### src/rtl/regfile_dump.sv
// regfile_dump: walks a window of register-file entries and streams each value
// out as a valid/ready beat tagged with its index. The read port is combinational,
// so each register is sampled on the cycle its beat is loaded into the output register.
//
// state | meaning
// IDLE  | waiting for start; raddr parked at 0
// RUN   | reads still to issue; output register refills on empty or on handshake
// DRAIN | every read issued; waiting for the final beat to be accepted
module regfile_dump #(
  parameter int N = 32,
  parameter int W = 32
) (
  input  logic                   clk,
  input  logic                   reset_n,
  input  logic                   start,
  input  logic [$clog2(N)-1:0]   first_idx,
  input  logic [$clog2(N):0]     count,
  input  logic                   abort,
  output logic [$clog2(N)-1:0]   raddr,
  input  logic [W-1:0]           rdata,
  output logic                   out_valid,
  input  logic                   out_ready,
  output logic [W-1:0]           out_data,
  output logic [$clog2(N)-1:0]   out_idx,
  output logic                   out_last,
  output logic                   busy,
  output logic                   done
);

  localparam int AW = $clog2(N);
  localparam int CW = AW + 1;
  localparam logic [CW-1:0] N_CNT    = CW'(N);
  localparam logic [AW-1:0] LAST_IDX = AW'(N - 1);

  typedef enum logic [1:0] {
    IDLE  = 2'd0,
    RUN   = 2'd1,
    DRAIN = 2'd2
  } state_t;

  state_t        state;
  state_t        state_nxt;
  logic [AW-1:0] cur_idx;
  logic [CW-1:0] remaining;
  logic [CW-1:0] count_clamped;
  logic          hs;
  logic          load;
  logic          final_load;

  assign count_clamped = (count > N_CNT) ? N_CNT : count;
  assign hs            = out_valid & out_ready;
  // abort wins over any load or handshake in the same cycle
  assign load          = (state == RUN) & (~out_valid | hs) & ~abort;
  assign final_load    = load & (remaining == CW'(1));
  assign raddr         = (state == RUN) ? cur_idx : '0;
  assign busy          = (state != IDLE);

  // State register
  always_ff @(posedge clk or negedge reset_n) begin
    if (!reset_n) state <= IDLE;
    else          state <= state_nxt;
  end

  // Next-state decode
  always_comb begin
    state_nxt = state;
    case (state)
      IDLE: begin
        if (start && (count_clamped != '0)) state_nxt = RUN;
      end
      RUN: begin
        if (abort)           state_nxt = IDLE;
        else if (final_load) state_nxt = DRAIN;
      end
      DRAIN: begin
        if (abort || hs) state_nxt = IDLE;
      end
      default: state_nxt = IDLE;
    endcase
  end

  // Walk pointer, beat register and done pulse
  always_ff @(posedge clk or negedge reset_n) begin
    if (!reset_n) begin
      cur_idx   <= '0;
      remaining <= '0;
      out_valid <= 1'b0;
      out_last  <= 1'b0;
      out_data  <= '0;
      out_idx   <= '0;
      done      <= 1'b0;
    end else begin
      done <= 1'b0;
      case (state)
        IDLE: begin
          if (start) begin
            cur_idx   <= first_idx;
            remaining <= count_clamped;
            // an empty request completes immediately without emitting a beat
            if (count_clamped == '0) done <= 1'b1;
          end
        end
        RUN: begin
          if (abort) begin
            out_valid <= 1'b0;
            out_last  <= 1'b0;
          end else if (load) begin
            out_data  <= rdata;
            out_idx   <= cur_idx;
            out_valid <= 1'b1;
            out_last  <= (remaining == CW'(1));
            cur_idx   <= (cur_idx == LAST_IDX) ? '0 : cur_idx + AW'(1);
            remaining <= remaining - CW'(1);
          end
        end
        DRAIN: begin
          if (abort) begin
            out_valid <= 1'b0;
            out_last  <= 1'b0;
          end else if (hs) begin
            out_valid <= 1'b0;
            out_last  <= 1'b0;
            done      <= 1'b1;
          end
        end
        default: begin
          out_valid <= 1'b0;
          out_last  <= 1'b0;
        end
      endcase
    end
  end

endmodule
### config.mk
export PLATFORM = sky130hd
export DESIGN_NAME = regfile_dump
export DESIGN_NICKNAME = d
export VERILOG_FILES = /design/src/rtl/regfile_dump.sv
export SDC_FILE = /design/constraint.sdc
export NUM_CORES = 1
export LEC_CHECK = 0
export BUFFER_PORTS_ARGS = -buffer_cell sky130_fd_sc_hd__buf_2
export CAP_MARGIN = 20
export CORE_MARGIN = 2
export CORE_UTILIZATION = 32
export CTS_BUF_LIST = sky130_fd_sc_hd__clkbuf_4 sky130_fd_sc_hd__clkbuf_8
export DETAILED_ROUTE_END_ITERATION = 16
export SYNTH_ARGS = -nofsm -noshare
export SYNTH_HDL_FRONTEND = slang
export SYNTH_SLANG_ARGS = --single-unit
### constraint.sdc
create_clock -name clk -period 5.5 [get_ports clk]
set_clock_uncertainty 0.15 [all_clocks]
set_input_delay 0 -clock clk [delete_from_list [all_inputs] [get_ports clk]]
set_output_delay 0 -clock clk [all_outputs]
set_load 0.05 [all_outputs]
==> results.cfg <==
[placed_design]
port_buffers = 93
gp_congestion = 0.803
post-place-cells = 384
post-dp-hpwl_um = 3820
dpl_cell_area_um2 = 3010

[layout]
finalNetCount = 393
synthToLayoutAreaGrowth_pct = 45.4
drive_gt1_frac = 0.427
fin_cells = 444
postLayoutCellArea_um2 = 3620
layout_common_cells = 93 x buf_2, 53 x dfrtp_1, 52 x dlygate4sd3_1
layout_commonest_cell = buf_2
antenna_cells = 0

[timing]
maxSlewHeadroom = 0.538
fmax_mhz = 417
finalHoldViolCount = 0
fin_crit_sh = 0.436
finalSetupViolCount = 0
fin_tns_setup_ps = 0
whs_ps = 204
slew_viol_final = 0
final.min_clock_period_ps = 2400
worst_pin_slew_ps = 692
rsz0062_at_grt = no

[pwr]
p_leak_nw = 1.72
irDropWorstVdd_uv = 239
power_density_nw_per_um2 = 604

[clock_network]
holdBufCountCts = 52
cts_buffers = 5
cts_tree = yes
clkLatencyLatePin_ps = 300
clock_sinks = 53
cts_resized = 0
cts-root-buf = clkbuf_8
cts_max_path_buffers = 2
post-cts-setup-buffers = 0
htreeDepth = 2
path_clk_slew_ps = 100

[global_routing]
grt_overflow = 0
grt_antenna_before_repair = 0
grt_usage = 0.139
grt_max_degree = 54
grt_pass1_vias = 1961
grt_first_pass_wirelength_um = 9470

[setup_path]
worstSetupEndpointType = flip-flop
arrival_ps = 2470
crit_type = reg2reg
r2r-end = remaining[3]
path_buf_inv = 1
cp_slowest_stage_delay_ps = 590
crit_end = remaining[3]
required_ps = 5580
crit_chain = nand2b_4 > nor4_1 > a31oi_1 > dlygate4sd3_1 > o21ai_0
rrSetupSlack_ps = 3100
crit_path_max_fanout = 19
rr_worst_depth = 5
crit_cells = 5
reg2reg_from = state[1]
startpoint = state[1]
start_kind = flip-flop
crit_slowest_cell = dfrtp_1
critical-path-top-delay-family = simple AND/OR/NAND/NOR gates

[run]
cap_viol_max_count = 0

[floorplan]
die_h_um = 92.2
num_rows = 32
core-area_um2 = 7650
initial_utilization = 0.326
ios = 94
die_area_um2 = 8510
die_x_um = 92.2

[synth]
synth_edf_count = 0
synth_ff_type = dfrtp_1
seq_area_frac_synth = 0.532
synth_cell_types = 46
synth_seq_cells = 53
async_reset_ff_frac = 1.00
yosysWarnings = 0
synth_area_um2 = 2490
synth_nets = 250
syn_area_per_cell_um2 = 12.6
synthCells = 198

[detailed_routing]
post_drt_wl_per_cell_um = 13.2
route.detailed.drc = 0
wl_um = 5860
vias = 2103
firstDrtPassIters = 4
ant_nets = 0
drt_iter0_markers = 72
via_per_inst = 4.74

[min_path]
worstHoldPathType = in2async

[status]
outcome = finished clean
[area by class of cell]
| cell class | instances | area, um^2 |
|---|---|---|
| clock inverters | 3 | 21.3 |
| fillers | 710 | 4030 |
| clock buffers | 5 | 68.8 |
| repair buffers | 147 | 1000 |
| well taps | 102 | 128 |
| inverters | 9 | 33.8 |
| multi-input cells | 125 | 1040 |
| flip-flops and latches | 53 | 1330 |
[state kept, by name, summed over array words and instances, names as in the netlist]
signal,count
out_data,32
remaining,6
cur_idx,5
out_idx,5
state,2
done,1
out_last,1
out_valid,1
[synth_stat cells (3+ instances only)]
library cell / instances / area share
a21oi_1: 6 / 0.012
a31oi_1: 4 / 0.010
and2_1: 5 / 0.013
buf_4: 5 / 0.015
dfrtp_1: 53 / 0.53
ha_1: 4 / 0.020
inv_1: 8 / 0.012
mux2_2: 29 / 0.13
mux2_4: 8 / 0.048
mux2i_1: 3 / 0.012
nand2_1: 3 / 0.0045
nor2_1: 10 / 0.015
nor3b_1: 3 / 0.0090
o21ai_0: 10 / 0.020
o31a_1: 3 / 0.011
o31ai_1: 4 / 0.012
[kinds of logic after synthesis]
family | after synthesis | share of synthesized area
buffers and inverters | 20 | 0.0487
DFF | 53 | 0.532
AOI/OAI and AO/OA | 38 | 0.102
and+or+nand+nor | 43 | 0.105
adders and majority gates | 4 | 0.0201
muxes | 40 | 0.191
[metal layers]
metal,track usage,vias to the layer above,share of wire
met5,0,-,0
met4,0.0410,0,0.0046
met3,0.0247,2,0.058
met2,0.237,76,0.49
met1,0.181,1027,0.45
li1,-,998,-
[worst min-delay path by stage]
stage / start / endpoint
4_1_cts: reset_n / out_data[5]
3_5_place_dp: reset_n / out_data[14]
6_report: reset_n / out_data[14]
2_1_floorplan: reset_n / cur_idx[0]
5_1_grt: reset_n / out_idx[4]
3_3_place_gp: reset_n / out_data[14]
[power breakdown]
part	leakage [nW]	switching, mW	internal, mW
Combinational	1.03	0.859	0.412
Clock	0.0445	0.130	0.0906
Sequential	0.643	0.123	0.573
[per-stage QoR]
step / setup slack [ps] / total power [mW] / util
after CTS: 3150 / 2.21 / 0.474
after detailed placement: 3220 / 1.94 / 0.394
after global placement: 3250 / 1.92 / 0.394
final: 3100 / 2.19 / 0.474
after floorplan: 3580 / 1.68 / -
after global routing: 3010 / 2.33 / 0.474
[worst reg2reg max path: stages (launching register included)]
cell and delay (ps):
dfrtp_1 590, nand2b_4 360, nor4_1 440, a31oi_1 70, dlygate4sd3_1 570, o21ai_0 150
Power figures use the tool's default switching activity.
